[config.mk]
export PLATFORM = sky130hd
export DESIGN_NAME = boa_hazard_sched
export DESIGN_NICKNAME = d
export VERILOG_FILES = /design/src/rtl/boa_hazard_sched.sv
export SDC_FILE = /design/constraint.sdc
export NUM_CORES = 1
export LEC_CHECK = 0
export ABC_AREA = 0
export ABC_CLOCK_PERIOD_IN_PS = 2500
export BUFFER_PORTS_ARGS = -buffer_cell sky130_fd_sc_hd__clkbuf_2
export CAP_MARGIN = 20
export CORE_ASPECT_RATIO = 0.9
export CORE_MARGIN = 2
export CORE_UTILIZATION = 51
export DETAILED_ROUTE_END_ITERATION = 7
export HOLD_SLACK_MARGIN = 0.15
export PLACE_DENSITY = 0.87
export SETUP_SLACK_MARGIN = 0.02
export SLEW_MARGIN = 20
export SYNTH_ARGS = -nofsm -noshare
export SYNTH_HDL_FRONTEND = slang
export SYNTH_SLANG_ARGS = --single-unit
export TNS_END_PERCENT = 30
[constraint.sdc]
create_clock -name clk -period 2.5 [get_ports clk]
set_clock_uncertainty 0.1 [all_clocks]
set_input_delay 0.25 -clock clk [delete_from_list [all_inputs] [get_ports clk]]
set_output_delay 0.25 -clock clk [all_outputs]
set_load 0.005 [all_outputs]
[src/rtl/boa_hazard_sched.sv]
// boa_hazard_sched: Boa32 IF/ID/EX hazard scheduler with a late-result scoreboard, redirect flush and stall hang detect.
// Optional BOA_STALL_PERF_EN adds stall_cycles/flush_cycles performance counters.
module boa_hazard_sched #(
  parameter int FLUSH_CYCLES  = 2,
  parameter int STALL_TIMEOUT = 255
) (
  input  logic        clk,
  input  logic        rst_n,
  input  logic        id_valid,
  input  logic        id_has_rs1,
  input  logic [4:0]  id_rs1,
  input  logic        id_has_rs2,
  input  logic [4:0]  id_rs2,
  input  logic        id_has_rd,
  input  logic [4:0]  id_rd,
  input  logic        id_long,
  input  logic        ex_busy,
  input  logic        wb_valid,
  input  logic [4:0]  wb_rd,
  input  logic        redirect,
  output logic        fw_stall_if,
  output logic        fw_stall_id,
  output logic        fw_stall_ex,
  output logic        flush_id,
  output logic [31:0] sb_busy,
`ifdef BOA_STALL_PERF_EN
  output logic [31:0] stall_cycles,
  output logic [31:0] flush_cycles,
`endif
  output logic        hang
);
  typedef enum logic [1:0] {RUN, HOLD, FLUSH} state_e;
  localparam logic [3:0]  FL_LOAD = 4'(FLUSH_CYCLES - 1);
  localparam logic [15:0] TIMEOUT = 16'(STALL_TIMEOUT);
  state_e      state_q, state_d;
  logic [3:0]  cnt_q, cnt_d;
  logic [15:0] scnt_q, scnt_d;
  logic [31:0] sb_q, sb_d, sbc;
  logic        hang_q, hang_d, raw, issue;
  always_comb begin
    sbc         = wb_valid ? (sb_q & ~(32'd1 << wb_rd)) : sb_q;
    flush_id    = redirect || (state_q == FLUSH);
    raw         = id_valid && !flush_id &&
                  ((id_has_rs1 && sbc[id_rs1]) || (id_has_rs2 && sbc[id_rs2]));
    fw_stall_ex = !flush_id && ex_busy;
    fw_stall_id = !flush_id && (raw || ex_busy);
    fw_stall_if = fw_stall_id;
    issue       = id_valid && !fw_stall_id && !flush_id;
    // A new long writer wins over a same-cycle writeback to the same register.
    sb_d        = sbc | ((issue && id_has_rd && id_long && id_rd != 5'd0) ? (32'd1 << id_rd) : 32'd0);
    sb_d[0]     = 1'b0;
    state_d     = state_q;
    cnt_d       = cnt_q;
    scnt_d      = scnt_q;
    case (state_q)
      RUN: begin
        state_d = redirect ? FLUSH : fw_stall_id ? HOLD : RUN;
        cnt_d   = redirect ? FL_LOAD : cnt_q;
        scnt_d  = (!redirect && fw_stall_id) ? 16'd1 : 16'd0;
      end
      HOLD: begin
        state_d = redirect ? FLUSH : fw_stall_id ? HOLD : RUN;
        cnt_d   = redirect ? FL_LOAD : cnt_q;
        scnt_d  = (redirect || !fw_stall_id) ? 16'd0 : (scnt_q == 16'hffff) ? scnt_q : scnt_q + 16'd1;
      end
      default: begin
        state_d = (!redirect && cnt_q == 4'd0) ? RUN : FLUSH;
        cnt_d   = redirect ? FL_LOAD : (cnt_q == 4'd0) ? cnt_q : cnt_q - 4'd1;
        scnt_d  = 16'd0;
      end
    endcase
    hang_d = hang_q || (state_d == HOLD && scnt_d >= TIMEOUT);
  end
  always_ff @(posedge clk or negedge rst_n) begin
    if (!rst_n) begin
      state_q <= RUN;
      cnt_q   <= 4'd0;
      scnt_q  <= 16'd0;
      sb_q    <= 32'd0;
      hang_q  <= 1'b0;
    end else begin
      state_q <= state_d;
      cnt_q   <= cnt_d;
      scnt_q  <= scnt_d;
      sb_q    <= sb_d;
      hang_q  <= hang_d;
    end
  end
  assign sb_busy = sb_q;
  assign hang    = hang_q;
`ifdef BOA_STALL_PERF_EN
  logic [31:0] stall_cycles_q, stall_cycles_d, flush_cycles_q, flush_cycles_d;
  always_comb begin
    stall_cycles_d = fw_stall_id ? stall_cycles_q + 32'd1 : stall_cycles_q;
    flush_cycles_d = flush_id ? flush_cycles_q + 32'd1 : flush_cycles_q;
  end
  always_ff @(posedge clk or negedge rst_n) begin
    if (!rst_n) begin
      stall_cycles_q <= 32'd0;
      flush_cycles_q <= 32'd0;
    end else begin
      stall_cycles_q <= stall_cycles_d;
      flush_cycles_q <= flush_cycles_d;
    end
  end
  assign stall_cycles = stall_cycles_q;
  assign flush_cycles = flush_cycles_q;
`else
`endif
endmodule

## After elaboration in Yosys (flattened, before gate mapping)

Cells that the tools add are included.
Widths: inputs -> output; s select.

| storage, ports and cells | value |
|---|---|
| bits of input ports | 30 |
| word-level logic and storage cells | 66 |
| register bits after elaboration | 54 |

| operators by class | value |
|---|---|
| muxes and demuxes | 18 |
| reduce and logical (&&, ||, !) cells | 27 |
| $add $sub $neg | 2 |
| magnitude comparators | 3 |
| eq/ne operators | 6 |
| bitwise logic cells | 3 |
| shift-type cells | 2 |

Operators with widths:

| kind | number |
|---|---|
| $mux 32 | 2 |
| $shl 1x5->32 const A | 2 |
| $and 32x32->32 | 1 |
| $mux 16 | 2 |
| $not 32->32 | 1 |
| $or 32x32->32 | 1 |
| $pmux 16 s2 | 1 |
| $add 16x1->16 const B | 1 |
| $eq 16x16->1 const B | 1 |
| $ge 16x8->1 const B | 1 |
| $mux 4 | 4 |
| $logic_and 1x1->1 | 14 |
| $lt 5x6->1 const B | 2 |
| $bmux 1 s5 | 2 |
| $mux 2 | 3 |
| $logic_or 1x1->1 | 5 |
| $reduce_bool 5->1 | 1 |
| $eq 2x1->1 const B | 2 |
| $logic_not 4->1 | 1 |
| $mux 1 | 4 |
| $sub 4x1->4 const B | 1 |
| $logic_not 1->1 | 3 |
| $eq 2x2->1 const B | 1 |
| $logic_not 2->1 | 1 |
| other kinds (4) | 4 |

## Logic depth before layout (Yosys ltp)

| logic depth | value |
|---|---|
| word-level depth | 19 |
| depth in mapped cells | 12 |
| depth with buffers taken out | 9 |

## Least setup slack after synthesis

OpenSTA, ideal clock, no wires.

| timing path | value |
|---|---|
| path type | input-to-output |
| start | input port wb_rd[1] |
| end | output port fw_stall_if |
| arrival | 2.392 ns |
| path slack | -0.242 ns |
| path buffers | 3 |
| stages | 11 |
| path through | nand2b_1 > o21ai_1 > mux4_2 > or4b_1 > o31ai_1 > o41ai_2 > a31o_1 > buf_2 > buf_6 > inv_2 > buf_4 |

| between the ends | value |
|---|---|
| longest elaborated chain between the ends | 11 |
| elaborated cells between the ends (all ways) | 14 |
| classes of those cells | 1 x shift; 5 x mux; 2 x bitwise; 6 x reduce/logical |

Ends and longest elaborated chain:

| what | line | RTL |
|---|---|---|
| from (decl) | 19 | `input logic [4:0] wb_rd,` |
| $shl 1x5->32 (*) | 41 | `sbc = wb_valid ? (sb_q & ~(32'd1 << wb_rd)) : sb_q;` |
| $not 32->32 (*) | 41 |  |
| $and 32x32->32 (*) | 41 |  |
| $mux 32 (*) | 41 |  |
| $bmux 1 s5 | 44 | `((id_has_rs1 && sbc[id_rs1]) \|\| (id_has_rs2 && sbc[id_rs2]));` |
| $mux 1 (implied by the code) | 44 |  |
| $logic_and 1x1->1 | 44 |  |
| $logic_or 1x1->1 (*) | 44 |  |
| $logic_and 1x1->1 (*) | 43 | `raw = id_valid && !flush_id &&` |
| $logic_or 1x1->1 (*) | 46 | `fw_stall_id = !flush_id && (raw \|\| ex_busy);` |
| $logic_and 1x1->1 (*) | 46 |  |
| to (decl) | 21 | `output logic fw_stall_if,` |

Every way passes the cells marked *; elsewhere a longest branch is shown, timed or not. The select of a mux whose other input is x is not followed.

## Worst setup path in the final report

| timing path | value |
|---|---|
| start | input port wb_rd[2] |
| end | output port fw_stall_id |

| between the ends | value |
|---|---|
| longest elaborated chain between the ends | 11 |
| elaborated cells between the ends (all ways) | 14 |
| classes of those cells | 1 x shift; 5 x mux; 2 x bitwise; 6 x reduce/logical |

Ends and longest elaborated chain:

| what | line | RTL |
|---|---|---|
| $shl 1x5->32 (*) | 41 |  |
| $not 32->32 (*) | 41 |  |
| $and 32x32->32 (*) | 41 |  |
| $mux 32 (*) | 41 |  |
| $bmux 1 s5 | 44 |  |
| $mux 1 (implied by the code) | 44 |  |
| $logic_and 1x1->1 | 44 |  |
| $logic_or 1x1->1 (*) | 44 |  |
| $logic_and 1x1->1 (*) | 43 |  |
| $logic_or 1x1->1 (*) | 46 |  |
| $logic_and 1x1->1 (*) | 46 |  |
| to (decl) | 22 | `output logic fw_stall_id,` |

Marks and branches as above.

==> flow_summary.ini <==
[run_status]
violations = negative setup slack
status = finished with violations

[clocking]
cts_buffer_depth = 2
cts_tree = done
cts.reportedPaths.clkPinSlew_ps = 110
cts-buffers-inserted = 5
h-tree-depth = 2
cts-root-buf = clkbuf_8
cts_sinks = 54
insertion_delay_ps = 320

[setup_path]
reg2reg_to = sb_busy[8]
cp_max_fo = 6
start_kind = primary input
reg2reg_depth = 11
regToRegSetupSlack_ps = -160
r2r_start = sb_busy[17]
crit_chain = buf_8 > buf_6 > or4bb_4 > o211ai_1 > o2111ai_1 > nor3b_2 > o31ai_2 > o41ai_2 > a31o_1 > inv_2 > clkbuf_2
cpMaxStageDelayCell = or4bb_4
required_ps = 2150
crit_family = compound AO/OA/AOI/OAI gates
critPathKind = in -> out
slowest_delay_ps = 640
arrival_ps = 2500
crit_buf_inv = 4
end_kind = output port

[timing]
slew_viol_final = 0
rsz0062_at_grt = true
tightest_slew_ps = 1010
max_freq_mhz = 351
setup_viol = 50
timing.setup.tns_ps = -7050
finalHoldViolCount = 0
finalCritPeriodShare = 1.14
fin_ws_ps = -349
post-route-min-period_ps = 2850
max_slew_margin = 0.322
hold_ws_ps = 284

[global_route]
grt_pass1_wl_um = 20000
grt_overflow = 0
grt_max_degree = 32
grt_pass1_vias = 3915
grt_usage = 0.325
grt_antenna_before_repair = 0

[worst_hold_path]
hold_end = sb_busy[16]
hold_depth = 4
hold_start = id_rd[1]
hold_class = in -> reg

[routing]
dr_total_vias = 4192
route.detailed.drc = 0
ant_nets = 0
drt-initial-drc-count = 552
vias_per_cell = 6.65
drtPass1Iterations = 7
routed_wl_um = 13100
wl_per_cell_um = 20.8

[logic_synthesis]
synth_seq_area_share = 0.361
yosys_warnings = 0
synth_common_cells = dfrtp_1 (54), o21ai_0 (38), nand2_1 (35)
synth_edf_count = 0
syn_nets = 451
async_flop_share = 1.00
yosys.area.top_type = dfrtp_1
synth_top_area_frac = 0.361
syn_inst = 419
synth_area_leaders = dfrtp_1 (36%), o41ai_2 (6.5%), o21ai_0 (5.1%)
syn_area_um2 = 3740
yosysMostFrequentCell = dfrtp_1
syn_avg_cell_area_um2 = 8.92
synth_cell_types = 63
ys_ff_latch = 54
ys.flop_type = dfrtp_1

[floorplanning]
dieArea_um2 = 8030
die_x_um = 94.3
ios = 67
fp-row-count = 29
die_y_um = 85.2
start_util = 0.528
core-area_um2 = 7080

[power_and_ir_drop]
p_total_mw = 2.02
powerDensity_nw_per_um2 = 405
p_leak_nw = 2.20
irDropWorstVdd_mv = 0.351

[cells_and_area]
fin_nets = 568
finalNonFillerCells = 630
syn2layout_area_growth_pct = 33.8
antenna_cells = 0
layout-drive-gt1-share = 0.406

[job]
cap_violations = 0

[placement]
portBuffers = 65
place_hpwl_um = 9500
placed_cells = 615
gp_congestion = 1.05
==> metrics by stage <==
stage,utilization,setup WS (ps),instance area (µm²)
2_1_floorplan,-,-134,3780
3_3_place_gp,0.655,-386,4630
3_5_place_dp,0.655,-488,4630
5_1_grt,0.707,-446,5000
4_1_cts,0.690,-306,4880
6_report,0.707,-349,5000
==> sequential cells by signal, summed over array words and instances, names as in the netlist <==
signal	cells
cnt_q	4
state_q	2
sb_busy	31
hang	1
scnt_q	16
==> layer usage <==
layer | GRT usage | wire length [µm] | up-vias
met5 | 0 | 0 | -
met4 | 0.104 | 367 | 0
met3 | 0.0906 | 1670 | 52
met2 | 0.495 | 5850 | 312
met1 | 0.451 | 5200 | 2010
li1 | - | - | 1818
==> worst reg2reg max path, stage by stage (launching register included) <==
cell and delay, ps:
dfrtp_1 420, o21ai_4 90, mux4_2 470, or4b_1 500
o31ai_2 90, o41ai_2 100, buf_4 140, buf_4 120
nand2_2 110, buf_8 170, buf_8 160, o21ai_2 80
==> cell type report <==
| cell class | count | area (µm²) |
|---|---|---|
| clock buffer | 5 | 68.8 |
| tap | 93 | 116 |
| sequential | 54 | 1350 |
| fill | 538 | 2070 |
| inverter | 11 | 41.3 |
| clock inverter | 3 | 28.8 |
| multi-input combinational | 319 | 2370 |
| timing repair buffer | 145 | 1020 |
==> where the power goes <==
group	leakage (nW)	total [mW]	internal, mW	switching [mW]
logic	1.41	0.528	0.218	0.310
clock network	0.0506	0.539	0.211	0.329
registers	0.740	0.956	0.919	0.0377
==> how the worst max path moves through the flow <==
stage / startpoint / to / cells past startpoint
4_1_cts: wb_rd[0] / fw_stall_id / 11
6_report: wb_rd[2] / fw_stall_id / 11
3_3_place_gp: wb_valid / hang / 11
5_1_grt: wb_rd[4] / fw_stall_id / 10
2_1_floorplan: wb_valid / fw_stall_if / 11
3_5_place_dp: wb_rd[3] / sb_busy[1] / 12
==> timing repair <==
action	CTS	global route
buffers inserted	2	2
gates cloned	0	1
gates resized for setup	37	30
hold buffers	2	0
endpoints found under the hold margin	30	0
setup endpoints to repair	50	51
pin swaps	11	6
==> layout by cell type, fill, tap and decap left out, drive strengths merged, types with 4 or more instances in the layout <==
cell type,count
buf,80
clkbuf,68
dfrtp,54
o21ai,53
nand2,35
nor2,28
nand4,23
nor3,18
nand3,17
o41ai,16
inv,13
nor2b,11
o2111ai,10
nand2b,8
xnor2,7
mux2i,6
o211ai,6
and3,5
xor2,5
a21oi,4
nand4b,4
nand3b,4
nor3b,4
o31ai,4
==> logic make-up (layout without fill, tap and decap cells) <==
family	after synthesis	after routing	synth area share
compound gates	115	115	0.237
xor+xnor	12	12	0.0281
fa+ha+maj	2	2	0.00669
buf+inv	46	164	0.0512
flops	54	54	0.361
mux	12	12	0.0432
other cells	1	1	0.00100
simple gates	177	177	0.271
Note: power is estimated with default switching activity, not from simulation.
